`src/rtl/blft_stream.sv`:
```
// Streaming 3x3 bypass / Gaussian / bilateral filter over a raster frame.
// Two line buffers plus a 2-column window register; bilateral pixels stall for a serial divide.
module blft_stream #(
    parameter int DW     = 8,
    parameter int IMG_W  = 256,
    parameter int IMG_H  = 256,
    parameter int AW     = 16,
    parameter int RSHIFT = 3,
    parameter int WMAX   = 15
) (
    input  logic          clk,
    input  logic          rst,
    input  logic [1:0]    mode,
    input  logic          in_valid,
    output logic          in_ready,
    input  logic [DW-1:0] in_data,
    output logic          out_valid,
    output logic [AW-1:0] out_addr,
    output logic [DW-1:0] out_data,
    output logic          finish
);
    localparam int WW   = $clog2(WMAX + 1);
    localparam int NW   = DW + 4 + WW;
    localparam int DENW = 4 + WW;
    localparam int NPIX = IMG_W * IMG_H;
    localparam int CW   = $clog2(NPIX + IMG_W + 1);
    localparam int XW   = $clog2(IMG_W);
    localparam int YW   = $clog2(IMG_H);
    localparam int QW   = (DW > 1) ? $clog2(DW) : 1;

    localparam logic [CW-1:0] TRIG_C = CW'(IMG_W + 1);
    localparam logic [CW-1:0] LAST_C = CW'(NPIX - 1);
    localparam logic [CW-1:0] NPIX_C = CW'(NPIX);
    localparam logic [CW-1:0] END_C  = CW'(NPIX + IMG_W);
    localparam logic [XW-1:0] X_LAST = XW'(IMG_W - 1);
    localparam logic [YW-1:0] Y_LAST = YW'(IMG_H - 1);
    localparam logic [QW-1:0] D_LAST = QW'(DW - 1);
    localparam logic [DW-1:0] WMAX_D = DW'(WMAX);

    typedef enum logic [2:0] {IDLE, RUN, DIV, FLUSH, DONE} state_t;
    state_t state, nxt;

    logic [1:0]    mode_q;
    logic [CW-1:0] cnt;
    logic [XW-1:0] icol, ccol;
    logic [YW-1:0] crow;
    logic [AW-1:0] caddr, div_addr;
    logic [QW-1:0] dcnt;
    logic [NW-1:0] rem, dsh;
    logic [DW-1:0] quo;
    logic          ge;

    logic [DW-1:0] lb0 [IMG_W];
    logic [DW-1:0] lb1 [IMG_W];
    logic [2:0][1:0][DW-1:0] win;
    logic [2:0][2:0][DW-1:0] p;

    logic          accept, flushing, step, trig, border, bil;
    logic [DW-1:0] din, pc;
    logic [DW+3:0] gsum;
    logic [NW-1:0] num;
    logic [DENW-1:0] den;
    logic [DW-1:0] diff, dq;
    logic [WW-1:0] wr;
    logic [WW+1:0] wgt;
    int            sh;

    assign accept   = in_valid & in_ready;
    assign flushing = (state == FLUSH);
    assign step     = accept | flushing;
    assign din      = flushing ? '0 : in_data;
    assign trig     = step && (cnt >= TRIG_C);
    assign border   = (crow == '0) || (crow == Y_LAST) || (ccol == '0) || (ccol == X_LAST);
    assign bil      = (mode_q == 2'd2) && !border;
    assign pc       = p[1][1];
    assign ge       = (rem >= dsh);

    // Right-hand window column comes straight from the line buffers and the incoming pixel,
    // so the full neighbourhood is available in the accept cycle.
    always_comb begin
        for (int r = 0; r < 3; r++) begin
            p[r][0] = win[r][0];
            p[r][1] = win[r][1];
        end
        p[0][2] = lb1[icol];
        p[1][2] = lb0[icol];
        p[2][2] = din;
    end

    always_comb begin
        gsum = '0;
        num  = '0;
        den  = '0;
        diff = '0;
        dq   = '0;
        wr   = '0;
        wgt  = '0;
        sh   = 0;
        for (int r = 0; r < 3; r++) begin
            for (int c = 0; c < 3; c++) begin
                sh   = ((r == 1) ? 1 : 0) + ((c == 1) ? 1 : 0);
                diff = (p[r][c] > pc) ? p[r][c] - pc : pc - p[r][c];
                dq   = diff >> RSHIFT;
                wr   = (dq >= WMAX_D) ? '0 : WW'(WMAX_D - dq);
                wgt  = (WW + 2)'(wr) << sh;
                gsum = gsum + ((DW + 4)'(p[r][c]) << sh);
                num  = num + NW'(wgt) * NW'(p[r][c]);
                den  = den + DENW'(wgt);
            end
        end
    end

    always_ff @(posedge clk or negedge rst) begin
        if (!rst) state <= IDLE;
        else      state <= nxt;
    end

    always_comb begin
        nxt      = state;
        in_ready = 1'b0;
        case (state)
            IDLE: begin
                in_ready = !finish;
                if (accept) nxt = RUN;
            end
            RUN: begin
                in_ready = 1'b1;
                if (accept) begin
                    if (trig && bil)         nxt = DIV;
                    else if (cnt == LAST_C)  nxt = FLUSH;
                end
            end
            DIV:   if (dcnt == D_LAST) nxt = (cnt == NPIX_C) ? FLUSH : RUN;
            FLUSH: if (cnt == END_C) nxt = DONE;
            DONE:  nxt = IDLE;
            default: nxt = IDLE;
        endcase
    end

    always_ff @(posedge clk) begin
        if (step) begin
            for (int r = 0; r < 3; r++) begin
                win[r][0] <= win[r][1];
                win[r][1] <= p[r][2];
            end
            lb1[icol] <= lb0[icol];
            lb0[icol] <= din;
        end
    end

    always_ff @(posedge clk or negedge rst) begin
        if (!rst) begin
            out_valid <= 1'b0;
            out_addr  <= '0;
            out_data  <= '0;
            finish    <= 1'b0;
            mode_q    <= '0;
            cnt       <= '0;
            icol      <= '0;
            ccol      <= '0;
            crow      <= '0;
            caddr     <= '0;
            div_addr  <= '0;
            dcnt      <= '0;
            rem       <= '0;
            dsh       <= '0;
            quo       <= '0;
        end else begin
            out_valid <= 1'b0;
            finish    <= (state == DONE);
            if (state == IDLE && accept) mode_q <= mode;
            if (step) begin
                cnt  <= cnt + CW'(1);
                icol <= (icol == X_LAST) ? '0 : icol + XW'(1);
            end
            if (trig) begin
                caddr <= caddr + AW'(1);
                if (ccol == X_LAST) begin
                    ccol <= '0;
                    crow <= crow + YW'(1);
                end else begin
                    ccol <= ccol + XW'(1);
                end
                if (bil) begin
                    rem      <= num;
                    dsh      <= NW'(den) << (DW - 1);
                    quo      <= '0;
                    dcnt     <= '0;
                    div_addr <= caddr;
                end else begin
                    out_valid <= 1'b1;
                    out_addr  <= caddr;
                    out_data  <= (!border && mode_q == 2'd1) ? gsum[DW+3:4] : pc;
                end
            end
            // One restoring-division bit per cycle; quotient is a weighted mean so it fits DW bits.
            if (state == DIV) begin
                rem  <= ge ? rem - dsh : rem;
                dsh  <= dsh >> 1;
                quo  <= {quo[DW-2:0], ge};
                dcnt <= dcnt + QW'(1);
                if (dcnt == D_LAST) begin
                    out_valid <= 1'b1;
                    out_addr  <= div_addr;
                    out_data  <= {quo[DW-2:0], ge};
                end
            end
            if (state == DONE) begin
                cnt   <= '0;
                icol  <= '0;
                ccol  <= '0;
                crow  <= '0;
                caddr <= '0;
            end
        end
    end
endmodule

```
`config.mk`:
```
export PLATFORM = sky130hd
export DESIGN_NAME = blft_stream
export DESIGN_NICKNAME = d
export VERILOG_FILES = /design/src/rtl/blft_stream.sv
export SDC_FILE = /design/constraint.sdc
export NUM_CORES = 2
export LEC_CHECK = 0
export CAP_MARGIN = 20
export CORE_AREA = 2 2 640 642
export CTS_BUF_LIST = sky130_fd_sc_hd__clkbuf_8 sky130_fd_sc_hd__clkbuf_16
export CTS_CLUSTER_SIZE = 16
export DETAILED_ROUTE_END_ITERATION = 10
export DIE_AREA = 0 0 642 644
export SLEW_MARGIN = 0
export SYNTH_ARGS = -nofsm -noshare
export SYNTH_HDL_FRONTEND = slang
export SYNTH_SLANG_ARGS = --single-unit
export TNS_END_PERCENT = 20
```
`constraint.sdc`:
```
create_clock -name clk -period 25.6 [get_ports clk]
set_input_delay 7.68 -clock clk [delete_from_list [all_inputs] [get_ports clk]]
set_output_delay 7.68 -clock clk [all_outputs]
set_load 0.02 [all_outputs]
```
======== Word-level counts from Yosys, hierarchy flattened ========
Memory sizes are Yosys's and may differ from the RTL's.
Index checks and enable logic that the tools add are counted.
operators by class
  add/sub/neg operators ................... 57
  multiply operators ...................... 9
  $lt $le $gt $ge ......................... 19
  eq/ne operators ......................... 19
  muxes and demuxes ....................... 68
  bitwise gates (word level) .............. 2
  reduce and logical (&&, ||, !) cells .... 23
operator list
  operator                                                                 count
  16-bit 2-to-1 mux                                                        13
  8-bit 2-to-1 mux                                                         23
  8-bit subtractor                                                         17
  4-bit by 8-bit multiplier with 12-bit output                             9
  8-bit greater-than comparator                                            8
  5-bit by 4-bit >= comparator with 1-bit output, second input constant    9
  4-bit 2-to-1 mux                                                         9
  4-bit subtractor, first input constant                                   9
  17-bit equality test, second input constant                              2
  17-bit 2-to-1 mux                                                        2
  16-bit by 12-bit adder with 16-bit output                                2
  16-bit by 13-bit adder with 16-bit output                                2
  3-bit 2-to-1 mux                                                         9
  12-bit by 8-bit adder with 12-bit output                                 2
  12-bit by 9-bit adder with 12-bit output                                 2
  8-bit by 1-bit adder with 8-bit output, second input constant            3
  8-bit equality test, second input constant                               3
  7-bit 2-to-1 mux                                                         3
  17-bit by 1-bit adder with 17-bit output, second input constant          1
  17-bit by 16-bit equality test with 1-bit output, second input constant  1
  17-bit by 9-bit >= comparator with 1-bit output, second input constant   1
  15-bit by 13-bit adder with 16-bit output                                1
  16-bit by 1-bit adder with 16-bit output, second input constant          1
  16-bit by 14-bit adder with 16-bit output                                1
  other kinds (38)                                                         64
storage, ports and cells
  flip-flop bits (word level) ............. 194
  bits in writable memories ............... 4,096
  output and inout port bits .............. 27
  word-level logic and storage cells ...... 221
  memories ................................ 2
memories
  name  depth  width  rd ports  clocked after memory_dff  write ports  RTL line  text
  lb0   256    8      1         0                         1            53        logic [DW-1:0] lb0 [IMG_W];
  lb1   256    8      1         0                         1            54        logic [DW-1:0] lb1 [IMG_W];

======== Longest topological paths before layout ========
  depth in word-level cells ............... 16
  gate-level depth with buffers ........... 58
  mapped depth without buffers ............ 51

======== Least setup slack after synthesis ========
No wires, ideal clock.
  kind .................................... input to register
  start ................................... input port in_data[1]
  end ..................................... register rem[13]
  arrival ................................. 18.955 ns
  required time ........................... 25.475 ns
  path slack .............................. 6.520 ns
  stages on the path ...................... 35
  path buffers ............................ 1
  cells stage by stage .................... nand2_1 > inv_1 > ha_1 > nor2b_1 > o21ai_0 > a21boi_0 > o21ai_0 > nand2_1 > mux2i_1 > xor2_1 > clkbuf_1 > nand3_1 > fa_1 > inv_1 > fa_1 > fa_1 > inv_1 > fa_1 > fa_1 > inv_1 > fa_1 > inv_1 > fa_1 > inv_1 > ha_1 > inv_1 > fa_1 > nand2b_1 > a21oi_1 > nor3_1 > o41ai_1 > xor2_1 > nand2_1 > o21ai_0 > mux2_2
on the way
  cells in the longest elaborated chain, start to end .. 10
  elaborated cells between the ends (all ways) .. 13
  those cells by class .................... add/sub: 4; mul: 1; order compare: 2; mux: 6
RTL lines
  item                                                                                RTL line  text
  start, declared                                                                     16        input logic [DW-1:0] in_data,
  8-bit 2-to-1 mux *                                                                  71        assign din = flushing ? '0 : in_data;
  named net din[1]                                                                    59        logic [DW-1:0] din, pc;
  8-bit subtractor or 8-bit greater-than comparator (tied branches)                   102       diff = (p[r][c] > pc) ? p[r][c] - pc : pc - p[r][c];
  8-bit 2-to-1 mux                                                                    102
  4-bit subtractor or 5-bit by 4-bit >= comparator with 1-bit output (tied branches)  104       wr = (dq >= WMAX_D) ? '0 : WW'(WMAX_D - dq);
  4-bit 2-to-1 mux                                                                    104
  4-bit by 8-bit multiplier with 12-bit output *                                      107       num = num + NW'(wgt) * NW'(p[r][c]);
  16-bit by 12-bit adder with 16-bit output *                                         107
  16-bit 2-to-1 mux *                                                                 184       if (bil) begin
  16-bit 2-to-1 mux *                                                                 176       if (trig) begin
  16-bit 2-to-1 mux *                                                                 197       if (state == DIV) begin
  end signal, assigned                                                                185       rem <= num;
  end signal, assigned                                                                198       rem <= ge ? rem - dsh : rem;
  end, declared                                                                       49        logic [NW-1:0] rem, dsh;
Mark *: on every way through the listed nets, which the timed path passes. The rest lies on a longest branch. The select of a mux whose other input is x is not followed.
A chain may end at the register's enable or synchronous reset.

======== Final worst setup path ========
Same ends and word-level chain as after synthesis.

==> impl_metrics.py <==
metrics = {
    "run_status": {
        "outcome": "finished clean",
    },
    "floorplan": {
        "coreArea_mm2": 0.408,
        "dieArea_mm2": 0.413,
        "num_io_pins": 40,
        "die_h_um": 644,
        "row_count": 235,
        "initial_utilization_pct": 44.8,
        "die_w_um": 642,
    },
    "sta": {
        "rsz0062_at_grt": "false",
        "setup_slack_ns": 8.58,
        "timing.final.max_slew_violations": 0,
        "min_period_over_period_pct": 66.5,
        "finalSetupTns_ns": 0,
        "clock.fmax_ghz": 0.0587,
        "worst_pin_slew_ns": 1.34,
        "hold_viol": 0,
        "finalCriticalPeriod_ns": 17.02,
        "skew_ns": 0.0709,
        "setup_viol": 0,
        "max-slew-margin-rel_pct": 10.8,
    },
    "route": {
        "routedWlPerCell_um": 33.9,
        "firstDrtPassIters": 9,
        "drtIter0Drc": 12500,
        "ant_nets": 0,
        "via_count": 95500,
        "viasPerCell": 6.10,
        "routed_wl_um": 531000,
        "drcViolationCount": 0,
    },
    "synthesis": {
        "ys_warn_count": 0,
        "yosysUniqueCellTypes": 88,
        "synth_enable_flop_cells": 4144,
        "synth_area_mm2": 0.183,
        "synthFlopType": "edfxtp_1",
        "synth_nets": 9967,
        "synth_cells": 9348,
        "synth_area_per_cell_um2": 19.5,
        "synth-seq-area-share_pct": 70.1,
        "ys_ff_latch": 4289,
        "async_flop_share_pct": 3.38,
    },
    "setup_path": {
        "worstReg2RegStart": "icol[0]",
        "crit_top_cell": "fa_1",
        "slowest_delay_ns": 0.65,
        "required_ns": 26.49,
        "start_kind": "input pin",
        "crit_path_end_kind": "register",
        "critPathArrivalTime_ns": 17.92,
        "r2r_setup_slack_ns": 8.59,
        "cp_max_fo": 106,
        "critical_path_class": "in -> reg",
        "cp-startpoint": "in_data[1]",
        "slowest_stage": "xor2_1",
    },
    "clocking": {
        "clock_sinks": 4289,
        "cts_buffer_depth": 4,
        "cts_root_buffer": "clkbuf_16",
        "insertion_delay_ns": 1.01,
        "postCtsSetupBuffers": 0,
        "path_clk_slew_ns": 0.06,
        "htreeDepth": 5,
        "cts_buffers": 429,
        "holdBufCountCts": 0,
        "cts_tree": "yes",
        "post_cts_resized": 0,
    },
    "global_routing": {
        "antenna_found_initial": 27,
        "grt_max_degree": 165,
        "grt_pass1_vias": 95400,
        "grt.overflow.total": 0,
        "grt_first_pass_wirelength_um": 745000,
        "grt.total_usage_pct": 25.5,
    },
    "cells_and_area": {
        "fin_area_mm2": 0.205,
        "nets": 10400,
        "area_growth_pct": 12.5,
        "layout_commonest_cell": "edfxtp_1",
        "final_cell_mix": "edfxtp_1, mux4_2, inv_1",
        "layout-drive-gt1-share_pct": 24.2,
        "num-fill-cells": 32600,
        "fin_cells": 15600,
    },
    "worst_hold_path": {
        "min_path_type": "reg -> reg",
        "hold_start": "out_addr[3]",
    },
    "placement": {
        "port_buffers": 39,
        "dpl_worst_slack_ns": 7.72,
        "globalplace.congestion": 0.964,
        "dp_cells": 14800,
        "hpwl_um": 333000,
        "dpl-instance-area_mm2": 0.192,
    },
    "run": {
        "max_cap_violations": 0,
    },
}
==> cells by family after synthesis <==
logic type / after synthesis / share of synthesized area [%]
muxes: 1382 / 15.6
buffers and inverters: 953 / 2.36
xor gates and xnor gates: 141 / 0.676
AOI/OAI and AO/OA: 701 / 2.59
adders and majority gates: 606 / 5.37
DFF: 4289 / 70.1
and+or+nand+nor: 1276 / 3.31
==> per-stage QoR <==
step / hold slack, ns / utilization (%)
floorplan: 0.447 / -
global placement: 0.459 / 47.0
detailed placement: 0.463 / 47.1
CTS: 0.478 / 50.4
global route: 0.504 / 50.4
finish: 0.475 / 50.4
==> final timing paths <==
| check | to | depth (start not counted) |
|---|---|---|
| max in group asynchronous | div_addr[4] | 2 |
| setup / recovery | rem[13] | 35 |
| min in group asynchronous | icol[1] | 1 |
| setup reg to reg | rem[15] | 53 |
| hold / removal | out_addr[3] | 2 |
| hold reg to reg | out_addr[3] | 2 |
==> registers in the layout, summed over array words and instances, names as in the netlist <==
register / count
lb0: 2048
lb1: 2048
p: 40
cnt: 17
caddr: 16
div_addr: 16
out_addr: 16
rem: 16
dsh: 15
ccol: 8
crow: 8
icol: 8
out_data: 8
pc: 8
quo: 7
dcnt: 3
state: 3
mode_q: 2
finish: 1
out_valid: 1
==> final cells by class <==
| class | count | area, um2 | area share (%) |
|---|---|---|---|
| Sequential cell | 4289 | 128000 | 62.3 |
| Multi-Input combinational cell | 4106 | 50900 | 24.8 |
| Clock buffer | 432 | 10800 | 5.26 |
| Tap cell | 5451 | 6820 | 3.32 |
| Timing Repair Buffer | 491 | 4250 | 2.07 |
| Clock inverter | 351 | 2620 | 1.27 |
| Inverter | 511 | 2020 | 0.985 |
| Antenna cell | 11 | 27.5 | 0.0134 |
==> Yosys cell counts (71+ instances only) <==
master       n  share of area (%)
edfxtp_1  4144                 68
mux4_2    1157                 14
inv_1      510                1.0
nor2_1     415               0.85
nand2_1    317               0.65
ha_1       309                2.1
fa_1       297                3.3
mux2i_1    204                1.1
clkbuf_1   192               0.39
nand3_1    163               0.45
a21oi_1    148               0.41
dfrtp_1    145                2.0
o21ai_0    117               0.32
buf_2      104               0.29
a22oi_1     81               0.33
o22ai_1     72               0.25
xor2_1      71               0.34
==> layer usage <==
layer  vias to the layer above  part of all wire (%)  track usage (%)
li1                      38500                     -                -
met1                     51300                    39             34.9
met2                      4672                    46             39.5
met3                      1028                   9.5             5.99
met4                         6                   5.0             10.4
met5                         -                 0.011            0.104
==> worst max-delay path, delay by kind of cell <==
family | cells | cell delay (ns)
AOI/OAI and AO/OA | 6 | 1.67
xor gates and xnor gates | 2 | 0.78
adders and majority gates | 10 | 4.59
buffers and inverters | 8 | 1.47
muxes | 2 | 0.51
and+or+nand+nor | 7 | 1.20
Power is left out: the tool's default activity adds up to more than one toggle a clock period on the data nets, which glitch-free logic cannot reach.
